$ cat src/rtl/cache_victim_fill_ctrl.sv
// Cache line replacement sequencer: victim select, writeback, line fill.
// Define CACHE_FILL_STATS_EN to add EvictCount / WritebackCount outputs.
module cache_victim_fill_ctrl #(
    parameter int NUMWAYS      = 4,
    parameter int BEATSPERLINE = 4
) (
    input  logic                            clk,
    input  logic                            reset,
    input  logic                            FlushStage,
    input  logic                            Miss,
    input  logic [NUMWAYS-1:0]              ValidWay,
    input  logic [NUMWAYS-1:0]              DirtyWay,
    input  logic [NUMWAYS-1:0]              VictimWay,
    input  logic                            BusReady,
    output logic [NUMWAYS-1:0]              SelWay,
    output logic                            WriteBackReq,
    output logic                            FetchReq,
    output logic [$clog2(BEATSPERLINE)-1:0] BeatCount,
    output logic                            ClearDirty,
    output logic                            SetValid,
    output logic                            FillDone,
    output logic                            LFSRWriteEn,
    output logic                            Busy
`ifdef CACHE_FILL_STATS_EN
    ,
    output logic [31:0]                     EvictCount,
    output logic [31:0]                     WritebackCount
`endif
);

    localparam int BW = $clog2(BEATSPERLINE);
    localparam logic [BW-1:0] LASTBEAT = BW'(BEATSPERLINE - 1);

    typedef enum logic [1:0] {
        IDLE,
        WRITEBACK,
        FETCH,
        DONE
    } state_t;

    state_t             state;
    state_t             state_n;
    logic [NUMWAYS-1:0] selway_n;
    logic               usedlfsr;
    logic               usedlfsr_n;
    logic [BW-1:0]      beat_n;

    logic [NUMWAYS-1:0] inv_pick;
    logic [NUMWAYS-1:0] lfsr_pick;
    logic [NUMWAYS-1:0] pick;
    logic               any_inv;
    logic               need_wb;
    logic               last_beat;

    // Lowest-index invalid way (descending scan so the lowest hit wins).
    always_comb begin
        inv_pick = '0;
        for (int i = NUMWAYS - 1; i >= 0; i--) begin
            if (!ValidWay[i]) begin
                inv_pick    = '0;
                inv_pick[i] = 1'b1;
            end
        end
    end

    // Lowest set bit of the LFSR pick; an all-zero pick falls back to way 0.
    always_comb begin
        lfsr_pick    = '0;
        lfsr_pick[0] = 1'b1;
        for (int i = NUMWAYS - 1; i >= 0; i--) begin
            if (VictimWay[i]) begin
                lfsr_pick    = '0;
                lfsr_pick[i] = 1'b1;
            end
        end
    end

    // Final way choice and whether its current contents must be written back.
    always_comb begin
        any_inv   = ~&ValidWay;
        pick      = any_inv ? inv_pick : lfsr_pick;
        need_wb   = |(pick & ValidWay & DirtyWay);
        last_beat = (BeatCount == LASTBEAT);
    end

    // State, latched way choice and beat index.
    always_ff @(posedge clk or posedge reset) begin
        if (reset) begin
            state     <= IDLE;
            SelWay    <= '0;
            usedlfsr  <= 1'b0;
            BeatCount <= '0;
        end else begin
            state     <= state_n;
            SelWay    <= selway_n;
            usedlfsr  <= usedlfsr_n;
            BeatCount <= beat_n;
        end
    end

    // Next-state and output decode.
    always_comb begin
        state_n      = state;
        selway_n     = SelWay;
        usedlfsr_n   = usedlfsr;
        beat_n       = BeatCount;
        WriteBackReq = 1'b0;
        FetchReq     = 1'b0;
        ClearDirty   = 1'b0;
        SetValid     = 1'b0;
        FillDone     = 1'b0;
        LFSRWriteEn  = 1'b0;
        unique case (state)
            IDLE: begin
                if (Miss && !FlushStage) begin
                    selway_n   = pick;
                    usedlfsr_n = !any_inv;
                    beat_n     = '0;
                    state_n    = need_wb ? WRITEBACK : FETCH;
                end
            end
            WRITEBACK: begin
                WriteBackReq = 1'b1;
                if (BusReady) begin
                    beat_n = BeatCount + 1'b1;
                    if (last_beat) begin
                        ClearDirty = 1'b1;
                        beat_n     = '0;
                        state_n    = FETCH;
                    end
                end
            end
            FETCH: begin
                FetchReq = 1'b1;
                if (BusReady) begin
                    beat_n = BeatCount + 1'b1;
                    if (last_beat) begin
                        beat_n  = '0;
                        state_n = DONE;
                    end
                end
            end
            DONE: begin
                SetValid    = 1'b1;
                FillDone    = 1'b1;
                // A flushed instruction must not consume an LFSR step.
                LFSRWriteEn = usedlfsr && !FlushStage;
                state_n     = IDLE;
            end
            default: begin
                state_n = IDLE;
            end
        endcase
    end

    // Busy is a pure state decode.
    always_comb begin
        Busy = (state != IDLE);
    end

`ifdef CACHE_FILL_STATS_EN
    // Saturating counters of LFSR evictions and completed writebacks.
    always_ff @(posedge clk or posedge reset) begin
        if (reset) begin
            EvictCount     <= '0;
            WritebackCount <= '0;
        end else begin
            if (state == DONE && usedlfsr && EvictCount != '1) begin
                EvictCount <= EvictCount + 32'd1;
            end
            if (ClearDirty && WritebackCount != '1) begin
                WritebackCount <= WritebackCount + 32'd1;
            end
        end
    end
`endif

endmodule

$ cat config.mk
export PLATFORM = sky130hd
export DESIGN_NAME = cache_victim_fill_ctrl
export DESIGN_NICKNAME = d
export VERILOG_FILES = /design/src/rtl/cache_victim_fill_ctrl.sv
export SDC_FILE = /design/constraint.sdc
export NUM_CORES = 1
export LEC_CHECK = 0
export ABC_AREA = 1
export ABC_CLOCK_PERIOD_IN_PS = 3700
export CAP_MARGIN = 20
export CORE_ASPECT_RATIO = 1.1
export CORE_MARGIN = 4
export CORE_UTILIZATION = 40
export DETAILED_ROUTE_END_ITERATION = 6
export PLACE_DENSITY = 0.74
export RECOVER_POWER = 100
export SKIP_LAST_GASP = 1
export SLEW_MARGIN = 25
export SYNTH_ARGS = -nofsm -noshare
export SYNTH_HDL_FRONTEND = slang
export SYNTH_SLANG_ARGS = --single-unit
export TNS_END_PERCENT = 50
$ cat constraint.sdc
create_clock -name clk -period 3.7 [get_ports clk]
set_input_delay 0.37 -clock clk [delete_from_list [all_inputs] [get_ports clk]]
set_output_delay 0.37 -clock clk [all_outputs]
set_load 0.05 [all_outputs]
== After elaboration in Yosys (flattened, before gate mapping) ==
Index checks and enable logic that the tools add are counted.

* Bits in registers: 9
* Latch bits: 0
* RAM bits: 0
* Bits in read-only memories: 0
* Input port bits: 17
* Output and inout port bits: 13
* Word-level logic and storage cells: 56
* Memories kept: 0

* $add $sub $neg: 1
* Multiply operators: 0
* Divide/modulo/power cells: 0
* Order comparisons: 0
* Eq/ne operators: 10
* Shift-type cells: 0
* Multiplexer cells: 27
* Bitwise logic cells: 2
* Reductions and logical operators: 12

{| class="wikitable"
|+ Operator list
! cell !! count
|-
| 4-bit 2-to-1 mux || 9
|-
| 2-bit 2-to-1 mux || 9
|-
| 2-bit inequality test, second input constant || 5
|-
| 4-bit bitwise AND || 2
|-
| 2-bit case mux with 4 select lines || 1
|-
| 1-bit 2-to-1 mux || 7
|-
| 2-bit == test, second input constant || 3
|-
| 5-bit AND reduction || 1
|-
| 2-bit case mux with 2 select lines || 1
|-
| 4-bit AND reduction || 1
|-
| 2-bit nonzero test || 2
|-
| 4-bit OR reduction || 1
|-
| 3-bit AND reduction || 1
|-
| 2-bit by 1-bit adder with 2-bit output, second input constant || 1
|-
| 2-bit by 1-bit == test with 1-bit output, second input constant || 1
|-
| 1-bit logical AND || 2
|-
| 2-bit zero test || 1
|-
| 2-bit by 1-bit inequality test with 1-bit output, second input constant || 1
|-
| 2-bit AND reduction || 1
|-
| 2-bit OR reduction || 1
|-
| 1-bit zero test || 1
|}

== Logic depth before layout (Yosys ltp) ==
Gate-level depths: netlist of run 1.

* Depth in word-level cells: 11
* Depth in mapped cells: 8
* Gate-level depth less buffers: 8

== Least setup slack after synthesis of run 1 ==
No wires, ideal clock.

* Path type: register to output
* Start point: reg state[0]
* End point: out LFSRWriteEn
* Arrival: 1.646 ns
* Data required time: 3.330 ns
* Slack: 1.684 ns
* Cell stages (with the launch flop): 4
* Buffers on the path: 0
* Path through: dfrtp_1 -> ha_1 -> nand2_1 -> nor2_1

* Longest elaborated chain between the ends: 2

{| class="wikitable"
|+ RTL lines
! item !! line !! RTL
|-
| start, declared || 41 || <nowiki>state_t state;</nowiki>
|-
| start signal, assigned || 94 || <nowiki>state <= state_n;</nowiki>
|-
| 2-bit == test || 113 || <nowiki>unique case (state)</nowiki>
|-
| 1-bit 2-to-1 mux || 113 ||
|-
| end, declared || 22 || <nowiki>output logic LFSRWriteEn,</nowiki>
|}

No other way between the ends.

== Worst setup path in the final report of run 1 ==
* Start point: reg state[1]
* End point: out ClearDirty

* Longest elaborated chain between the ends: 2

{| class="wikitable"
|+ RTL lines
! item !! line !! RTL
|-
| 2-bit by 1-bit == test with 1-bit output || 113 ||
|-
| 1-bit 2-to-1 mux || 113 ||
|-
| end, declared || 19 || <nowiki>output logic ClearDirty,</nowiki>
|}

No other way between the ends.

==> results of run 1 <==
-- Yosys cell counts (2+ instances only) --
| cell | instances | area (µm²) |
|---|---|---|
| nor2_2 | 2 | 12.5 |
| nand2_1 | 23 | 86.3 |
| dfrtp_1 | 9 | 225 |
| nand3_1 | 4 | 20.0 |
| o21ai_0 | 4 | 20.0 |
| inv_2 | 4 | 15.0 |
| ha_1 | 6 | 75.1 |
| o21ai_1 | 2 | 10.0 |
| a21oi_1 | 5 | 25.0 |
| inv_1 | 13 | 48.8 |
| nor2_1 | 7 | 26.3 |
-- power by group --
group / total [mW] / switching, mW / internal [mW]
sequential: 0.176 / 0.0305 / 0.145
clock: 0.0742 / 0.0344 / 0.0398
combinational: 0.537 / 0.360 / 0.177
-- sequential cells by signal, summed over array words and instances (netlist names) --
name,cells
BeatCount,2
SelWay,4
state,2
usedlfsr,1
-- metrics by stage --
stage / area [µm²] / power, mW
after global routing: 983 / 0.847
final: 983 / 0.787
after CTS: 997 / 0.827
after floorplan: 666 / 0.589
after detailed placement: 970 / 0.752
after global placement: 970 / 0.742
-- worst max-delay path, stage by stage (launching register included) --
cell           delay [ns]
dfrtp_1              0.41
inv_1                0.11
ha_1                 0.18
and3_1               0.15
dlygate4sd3_1        0.86
-- layout make-up --
| cell class | count | area, µm² |
|---|---|---|
| Clock buffer | 3 | 22.5 |
| Clock inverter | 1 | 5.00 |
| Fill cell | 152 | 593 |
| Inverter | 17 | 63.8 |
| Multi-Input combinational cell | 64 | 355 |
| Sequential cell | 9 | 225 |
| Tap cell | 17 | 21.3 |
| Timing Repair Buffer | 29 | 290 |
-- routing by layer --
metal,share of wire,track usage,vias to the layer above
li1,-,-,353
met1,0.39,0.137,311
met2,0.52,0.269,29
met3,0.095,0.00358,0
met4,0,0.0691,0
met5,0,0,-
-- cell families (layout without fill, tap and decap cells) --
family          count (synthesis)  after routing  share of synthesized area
simple gates                   42             42                      0.303
flops                           9              9                      0.338
buf+inv                        18             50                      0.107
compound gates                 16             16                      0.139
fa+ha+maj                       6              6                      0.113
-- how the worst max path moves through the flow --
stage	startpoint	endpoint	slack (ns)	cells after the start
6_report	state[1]$_DFFE_PP0P_	ClearDirty	1.37	4
5_1_grt	state[1]$_DFFE_PP0P_	ClearDirty	1.29	4
4_1_cts	state[1]$_DFFE_PP0P_	ClearDirty	1.42	4
3_5_place_dp	FlushStage	LFSRWriteEn	1.54	3
3_3_place_gp	FlushStage	LFSRWriteEn	1.55	3
2_1_floorplan	state[0]$_DFFE_PP0P_	LFSRWriteEn	1.68	3
==> results.md, run 1 <==
Logic synthesis:
- For this run, asynchronously set or reset flops after synthesis account for 1.00.
- The total nets after synthesis is 114.
- The sequential element share of the synthesized area is 0.338.
- The number of synthesized flops with an enable pin is 0.
- The dominant register cell in the synthesized netlist is dfrtp_1.
- Synthesis handed over a netlist of 91 instances.
- The count of distinct cell types in the synthesized netlist is 23.
- Averaged over all synthesized cells, the footprint is around 7.3 µm².
- The number of warnings reported in the yosys synthesis log is 0.
- The area of the mapped netlist is 666 µm².
- The synthesized design contains 9 register bits.

Cells and area:
- The layout-stage area growth over the synthesis result is 47.7%.
- The share of cells above drive strength 1 is 0.0813.
- The number of nets in the final layout is 147.
- 0 antenna diodes ended up in the layout.
- The finished layout holds between 100 and 150 standard cells, fillers aside.
- For this run, the share of the core covered by cells in the final layout is 0.624.
- The top cell types in the final layout, fill and taps aside, are 23 x nand2_1, 15 x clkdlybuf4s50_1, 14 x dlygate4sd3_1.
- The commonest non-fill, non-tap cell in the layout is nand2_1.

Timing:
- The total count of max-transition violations in the final report is 0.
- On the final layout, the worst clock skew is 0.00868 ns.
- Setup repair after global routing left no endpoint under its margin.
- The final-layout worst hold slack is roughly 0.48 ns.
- Setup slack closes at 1.37 ns.
- The worst pin sits at a relative slew slack of 0.582.
- For the final routed database, the setup TNS stands at 0 ns.
- The final-report setup violation count is 0.
- The number of hold violations in the final report is 0.
- The actual slew at the worst max-slew pin is 0.622 ns.
- Static timing analysis puts the maximum clock frequency at 429 MHz.
- The worst path in the final design needs a cycle of 2.33 ns, including I/O delays and setup.
- Of the available clock period, the critical path in the final layout requires 0.631.

Worst hold path:
- In this run the most critical hold path is launched from SelWay[2]$_DFFE_PP0P_.
- The hold-critical path depth is 2.
- The path class of the tightest hold or removal check is reg -> reg.
- The endpoint with the worst hold slack is SelWay[2]$_DFFE_PP0P_.

Critical path:
- The kind of critical path is reg -> out.
- The worst setup path is launched from a flip-flop.
- The endpoint of the worst-slack reg-to-reg timing path is SelWay[0]$_DFFE_PP0P_.
- In this run the worst path has a maximum fanout of 4.
- The worst setup path is captured at an output pin.
- The startpoint identified for the worst register-to-register timing path is state[0]$_DFFE_PP0P_.
- Setup slack on the worst reg-to-reg path comes out at 1.65 ns.
- The critical path required time is 3.33 ns.
- The signal arrival time at the worst endpoint is 1.96 ns.
- The worst reg2reg path depth is 7.

Placement:
- After detailed placement, the design holds a cell count of 136.
- The worst slack at placement is 1.54 ns.
- The half-perimeter wire length after placement is around 1.3 mm.
- The count of buffers from port buffering is 29.
- The final estimated routing congestion in global placement is around 0.77.

Detailed routing:
- The total via count in the routed design is 693.
- The first-iteration detailed-routing DRC count is 15.
- The number of antenna-violating nets in the routed design is 0.
- The detailed-route vias per instance is 4.95.
- The remaining design rule violation count is 0.
- The total routed wirelength is between 1 and 1.5 mm.
- The first detailed-routing pass took 4 iterations.
- After detailed routing, the average wire length per cell comes to 10.4 µm.

CTS:
- In this run the number of H-tree levels came out at 1.
- In this run, post-CTS hold repair placed 0 buffers.
- The total number of clock tree sinks is 9.
- For the worst-skew pair, the clock arrives at the later sink with an insertion delay of 0.26 ns.
- The maximum clock path buffer count is 2.
- Gates resized during post-CTS repair numbered 0.
- The number of CTS-inserted buffers is 3.
- The number of setup buffers added after CTS is 0.
- The clock input transition at the sequential cells of the worst setup and hold paths is 0.07 ns.
- TritonCTS built the clock tree.
- CTS placed an instance of clkbuf_4 at the clock tree root.

Global routing:
- The first global-routing pass estimated roughly 2.5 mm of wire.
- Summed over all layers, the global routing overflow is 0.
- The via count of the first global-routing pass came to 678.
- The initial antenna violation count is 0.
- Across every metal layer, demand over resource in global routing totals 0.138.
- Entering global routing, the biggest net connects 10 pins.

Floorplan:
- Measured along the x axis, the die boundary spans 46.9 µm.
- The row count is 15.
- The die outline area is 2380 µm².
- The count of boundary I/O pins is 30.
- The initial utilization of the core area, before any placement, comes to 0.422.
- The die boundary height is 50.8 µm.
- The total core area is 1580 µm².

Power and ir drop:
- The total power density per cell area is around 800 nW/µm².
- For this design the static power due to leakage is between 0.4 and 0.5 nW.
- The maximum vdd ir drop is about 0.31 mV.

Outcome:
- The flow ran to the end, and the final reports show no timing, DRC or antenna violations.

Run:
- The tool flagged a number of max-cap violations equal to 0.
Note: power is estimated with default switching activity, not from simulation.
==> run 2, diff against run 1 <==
ABC_CLOCK_PERIOD_IN_PS = 2400   (was 3700)
clock period = 2.4 ns   (was 3.7 ns; I/O delays follow)
==> results.md, run 2 (synthesis gave the netlist of run 1 again) <==
Critical path:
- The worst-path maximum fanout is 4 (unchanged).
- The worst setup path is captured at an output pin.
- The start point of the critical path is state[1]$_DFFE_PP0P_.
- Walking the worst path, the cells encountered are inv_1 -> ha_1 -> and3_1 -> dlygate4sd3_1.
- The critical path required time came to 2.16 ns (-1.17 ns).
- The signal arrival time at the worst endpoint came to 1.97 ns (about the same).
- The number of buffer and inverter stages on the critical path is 2 (unchanged).
- The register-to-register setup slack is 0.41 ns (-1.24 ns).
- The worst reg2reg path depth was 7 (unchanged).
- STA classifies the critical path startpoint as a flip-flop.
- The cell with the largest stage delay on the worst path is dlygate4sd3_1.
- The family of cells with the greatest summed delay on the critical path is buffers and inverters.
- The stage delay of the slowest cell on the critical path is 0.87 ns (about the same).
- The endpoint of the worst-slack reg-to-reg timing path is SelWay[0]$_DFFE_PP0P_.
- The startpoint identified for the worst register-to-register timing path is state[0]$_DFFE_PP0P_.
- The kind of critical path is reg -> out.

Cells and area:
- The top cell types in the final layout, fill and taps aside, are 23 x nand2_1, 15 x clkdlybuf4s50_1, 14 x dlygate4sd3_1.
- The antenna cell count is 0 (unchanged).
- The most flop-heavy register is SelWay.
- The layout-stage area growth over the synthesis result is 47.7% (unchanged).
- The flip-flop count of the largest register, all copies and words added is 4 (unchanged).
- The share of cells above drive strength 1 is 0.0813 (unchanged).
- The largest registers in the layout are SelWay: 4 flops, BeatCount: 2 flops, state: 2 flops.
- The number of nets in the final layout is 147 (unchanged).
- Leaving out fill and tap cells, the most frequent cell in the layout is nand2_1.

Timing:
- The number of hold violations in the final report is 0 (unchanged).
- Of the available clock period, the critical path in the final layout requires 0.919.
- The upper clock frequency limit is 453 MHz.
- The actual slew at the worst max-slew pin is 0.563 ns (-0.0587 ns).
- The worst path in the final design needs a cycle of about 2.2 ns, including I/O delays and setup.
- The final total negative setup slack is 0 ns (unchanged).
- The total count of max-transition violations in the final report is 0 (unchanged).
- The final-report setup violation count is 0 (unchanged).
- The worst slew margin relative to its limit is 0.622 (+0.0394).
- Setup repair after global routing left no endpoint under its margin.
- The maximum clock skew at final layout is 0.00750 ns (-0.00118 ns).

CTS:
- The cell chosen for the clock root is clkbuf_4.
- The clock tree from TritonCTS is done.
- The clock input transition at the sequential cells of the worst setup and hold paths is 0.06 ns (about the same).
- The number of gates resized after CTS is 0 (unchanged).
- The number of H-tree levels is 1 (unchanged).
- The number of CTS-inserted buffers is 3 (unchanged).
- The number of setup buffers added after CTS came to 0 (unchanged).
- The post-cts hold buffer count is 0 (unchanged).
- The clock network latency to the later pin of the worst-skew pair came to 0.26 ns (about the same).
- The total number of clock tree sinks was 9 (unchanged).
- The maximum clock path buffer count is 2 (unchanged).

Floorplan:
- The row count came to 15 (unchanged).
- The die boundary height was 50.8 µm (unchanged).
- The count of boundary I/O pins is 30 (unchanged).
- The floorplan die width is 46.9 µm (unchanged).
- The die outline area was 2380 µm² (unchanged).
- The total core area is 1580 µm² (unchanged).
- The initial core utilization is 0.422 (unchanged).

Global routing:
- The initial antenna violation count came to 0 (unchanged).
- The pin count of the biggest net entering global routing was 10 (unchanged).
- The leftover overflow at the end of global routing is 0 (unchanged).
- The overall global routing resource usage is 0.153 (+0.0145).
- The wire length of the first global-routing pass is 2.55 mm (+3.4%).
- The via count of the first global-routing pass is 667 (-1.6%).

Power and ir drop:
- The total power density per cell area was 1240 nW/µm² (+54%).
- The maximum vdd ir drop is 0.490 mV (+56%).
- The post-route total power is 1.22 mW (+54%).
- The leakage power came to 0.493 nW (unchanged).

Detailed routing:
- The total routed wirelength is 1.47 mm (+0.75%).
- The first-iteration detailed-routing DRC count is 7 (-8).
- The total via count in the routed design is 690 (-0.43%).
- The wire length per cell after detailed routing is 10.5 µm (+0.75%).
- The number of antenna-violating nets in the routed design was 0 (unchanged).
- The remaining design rule violation count came to 0 (unchanged).
- The detailed-router iteration count before antenna repair came to 3 (-1).
- The detailed-route vias per instance is 4.93 (-0.43%).

Outcome:
- The run finished with clean final reports.

Worst hold path:
- The class of the tightest hold or removal check is in -> async.

Placement:
- The count of buffers from port buffering is 29 (unchanged).
- The final estimated routing congestion in global placement is 0.752 (-1.8%).
- The half-perimeter wire length after placement was 1.30 mm (+1.3%).

Run:
- The max-cap check violation count was 0 (unchanged).
-- run 2: cell counts in the layout (fill, tap and decap cells not counted) --
No cell type changed its count.
-- run 2: routing by layer --
metal	vias up	global-route usage	wire length (µm)
met5	-	0	0
met4	0	0.152	77
met3	6	0.0215	121
met2	29	0.258	705
met1	298	0.143	566
li1	357	-	-
-- run 2: area by class of cell --
cell class	count	area (µm²)
Fill cell	167	593
Multi-Input combinational cell	64	355
Timing Repair Buffer	29	290
Sequential cell	9	225
Inverter	17	63.8
Clock buffer	3	22.5
Tap cell	17	21.3
Clock inverter	1	5.00
-- run 2: power breakdown --
part / switching (mW) / internal (mW)
sequential: 0.0495 / 0.224
clock: 0.0529 / 0.0614
combinational: 0.555 / 0.272
-- run 2: metrics by stage --
step | area [µm²] | hold slack, ns | utilization | std cells | setup WS [ns]
finish | 983 | 0.359 | 0.624 | 140 | 0.194
global route | 983 | 0.411 | 0.624 | 140 | 0.0968
CTS | 997 | 0.233 | 0.633 | 140 | 0.237
detailed placement | 970 | 0.479 | 0.615 | 136 | 0.509
global placement | 970 | 0.466 | 0.615 | 136 | 0.512
floorplan | 666 | 0.0679 | - | 91 | 0.514
-- run 2: worst reg2reg max path: cells and delay by family (launching register included) --
family,cells,cell delay (ns)
buffers and inverters,3,0.46
AOI/OAI and AO/OA,1,0.09
DFF,1,0.42
adders and majority gates,1,0.18
and+or+nand+nor,2,0.71
-- run 2: worst max path at each step --
stage               cells after the start     endpoint  slack, ns
floorplan                               3  LFSRWriteEn       0.51
global placement                        3  LFSRWriteEn       0.51
detailed placement                      3   ClearDirty       0.51
CTS                                     4   ClearDirty       0.24
global route                            4   ClearDirty        0.1
finish                                  4   ClearDirty       0.19
==> run 3, diff against run 2 <==
DONT_BUFFER_PORTS = 1   (was not set)
PLACE_DENSITY = 0.51   (was 0.74)
==> results.md, run 3 (synthesis gave the netlist of run 1 again) <==
Cells and area:
- The most flop-heavy register is SelWay.
- The non-filler instance count after layout is 118 (-16%).
- The number of nets in the final layout is 125 (-15%).
- Leaving out fill and tap cells, the most frequent cells in the layout are 23 x nand2_1, 15 x inv_1, 9 x dfrtp_1.
- In the final layout, the registers with the most flip-flops are SelWay: 4 flops, BeatCount: 2 flops, state: 2 flops.
- The share of cells above drive strength 1 came to 0.119 (+0.0375).
- The antenna cell count is 0 (unchanged).
- The commonest non-fill, non-tap cell in the layout is nand2_1.
- The flip-flop count of the largest register, all copies and words added was 4 (unchanged).
- The layout-stage area growth over the synthesis result is 11.7%.

Run:
- The max-cap check violation count came to 0 (unchanged).

Critical path:
- The largest individual stage delay along the critical path comes from the cell clkbuf_1.
- The most critical setup path has its startpoint at BeatCount[0]$_DFFE_PP0P_.
- The beginning of the worst register-to-register path is state[0]$_DFFE_PP0P_.
- The worst-path maximum fanout was 3 (-1).
- The signal arrival time at the worst endpoint is 1.81 ns (-0.16 ns).
- The worst reg2reg path depth is 7 (unchanged).
- The critical path required time is 2.16 ns (about the same).
- The worst setup path is of the reg -> out kind.
- The worst setup path is launched from a flip-flop.
- The critical path goes through clkbuf_1 -> ha_1 -> and3_1.
- The stage delay of the slowest cell on the critical path came to 0.51 ns (-0.36 ns).
- The worst setup path is captured at an output pin.

Detailed routing:
- The detailed-router iteration count before antenna repair is 2 (-1).
- The wire length per cell after detailed routing was 11.2 µm (+7.1%).
- The total routed wirelength is 1.33 mm (-9.7%).
- The total via count in the routed design is 572 (-17%).
- The number of antenna-violating nets in the routed design is 0 (unchanged).
- The remaining design rule violation count is 0 (unchanged).
- The first-iteration detailed-routing DRC count was 8 (+1).
- The detailed-route vias per instance is 4.85 (-1.6%).

Timing:
- Setup repair after global routing left no endpoint under its margin.
- The number of hold violations in the final report is 0 (unchanged).
- The upper clock frequency limit is 488 MHz (+7.6%).
- The worst slew margin relative to its limit was 0.541 (-0.0803).
- The minimum clock period is 2.05 ns (-0.157 ns).
- The maximum clock skew at final layout is 0.00581 ns (-0.00170 ns).
- The total count of max-transition violations in the final report is 0 (unchanged).
- The actual slew at the worst max-slew pin is 0.688 ns (+0.125 ns).
- The final total negative setup slack is 0 ns (unchanged).
- The setup slack of the critical path after layout is 0.350 ns (+0.157 ns).
- The final-report setup violation count is 0 (unchanged).
- The share of the clock period used by the worst path after layout is 0.854 (-0.0652).
- The final-layout worst hold slack is 0.179 ns (-0.180 ns).

Power and ir drop:
- The maximum vdd ir drop is 0.471 mV (-3.9%).
- The total power density per cell area came to 1470 nW/µm² (+19%).
- The leakage power was 0.382 nW (-23%).

Global routing:
- The met2 routing resource usage after global routing is 0.217 (-0.0407).
- The initial antenna violation count was 0 (unchanged).
- The met3 layer usage reported by global route is 0.0287 (+0.00717).
- The layer carrying the most global-route usage is met2.
- The overall global routing resource usage is 0.126 (-0.0273).
- The pin count of the biggest net entering global routing is 10 (unchanged).
- The wire length of the first global-routing pass is 2.17 mm (-15%).
- The leftover overflow at the end of global routing is 0 (unchanged).
- The met1 routing resource usage after global routing is 0.133 (-0.0107).
- The via count of the first global-routing pass was 568 (-15%).

CTS:
- The number of CTS-inserted buffers is 3 (unchanged).
- The clock network latency to the later pin of the worst-skew pair is 0.25 ns (about the same).
- The total number of clock tree sinks is 9 (unchanged).
- The number of setup buffers added after CTS is 0 (unchanged).
- The clock tree from TritonCTS is done.
- The cell chosen for the clock root is clkbuf_4.
- The clock input transition at the sequential cells of the worst setup and hold paths was 0.05 ns (about the same).
- The maximum clock path buffer count is 2 (unchanged).
- The number of H-tree levels is 1 (unchanged).

Floorplan:
- The initial core utilization is 0.422 (unchanged).
- The die boundary height is 50.8 µm (unchanged).
- The floorplan die width was 46.9 µm (unchanged).
- The total core area is 1580 µm² (unchanged).
- The count of boundary I/O pins came to 30 (unchanged).
- The die outline area is 2380 µm² (unchanged).
- The row count came to 15 (unchanged).

Outcome:
- The run finished with clean final reports.

Worst hold path:
- The worst hold path belongs to the class in -> reg.
- The hold-critical path depth is 2.
- In this run the most critical hold path is launched from ValidWay[2].

Placement:
- The worst slack at placement came to 0.794 ns (+0.285 ns).
- The count of buffers from port buffering was 0 (-100%).
- The half-perimeter wire length after placement is 1.19 mm (-8.6%).
- The final estimated routing congestion in global placement was 0.731 (-2.8%).
- The cell count after placement is 113 (-17%).
==> run 3: cell types whose count changed in the layout (fill, tap and decap cells not counted), sizes merged <==
cell / before / now
clkbuf: 3 / 8
clkinv: 3 / 0
buf: 0 / 2
inv: 15 / 17
dlygate4sd3: 14 / 1
clkdlybuf4s50: 15 / 0
==> run 3: layer usage <==
metal,part of all wire,vias to the layer above
met1,0.41,246
met4,0,0
met2,0.53,16
li1,-,310
met5,0,-
met3,0.065,0
==> run 3: critical path: cells and delay by family, from the launching register on <==
family / cells / cell delay [ns]
buffers and inverters: 1 / 0.51
flip-flops: 1 / 0.32
adder cells (fa/ha/maj): 1 / 0.27
AND/OR/NAND/NOR: 1 / 0.46
==> run 3: timing repair <==
action | 4_1_cts | 5_1_grt
gates resized for setup | 0 | 0
hold endpoints to repair | 9 | 0
hold buffers | 1 | 0
==> run 3: worst paths after layout <==
check,to,slack (ns)
worst max-delay path,ClearDirty,0.35
worst min-delay path,SelWay[3]$_DFFE_PP0P_,0.18
worst max register to register,state[0]$_DFFE_PP0P_,0.57
worst min register to register,usedlfsr$_DFFE_PP0P_,0.55
max in group asynchronous,state[0]$_DFFE_PP0P_,1.78
min in group asynchronous,SelWay[1]$_DFFE_PP0P_,0.38
==> run 3: layout make-up <==
type	instances	area, µm²
multi-input cells	64	367
clock buffers	4	26.3
flip-flops and latches	9	225
well taps	17	21.3
inverters	17	63.8
repair buffers	7	40.0
fillers	179	833
==> run 3: where the power goes <==
| group | switching, mW | leakage [nW] | internal (mW) | total (mW) |
|---|---|---|---|---|
| registers | 0.171 | 0.113 | 0.222 | 0.393 |
| logic | 0.427 | 0.254 | 0.162 | 0.589 |
| clock network | 0.0448 | 0.0150 | 0.0635 | 0.108 |
==> run 3: through the flow <==
step,cell area (µm²),util,total power [mW]
4_1_cts,761,0.483,1.14
3_5_place_dp,724,0.460,1.03
6_report,743,0.471,1.09
3_3_place_gp,724,0.460,1.02
5_1_grt,743,0.471,1.18
2_1_floorplan,666,-,0.908
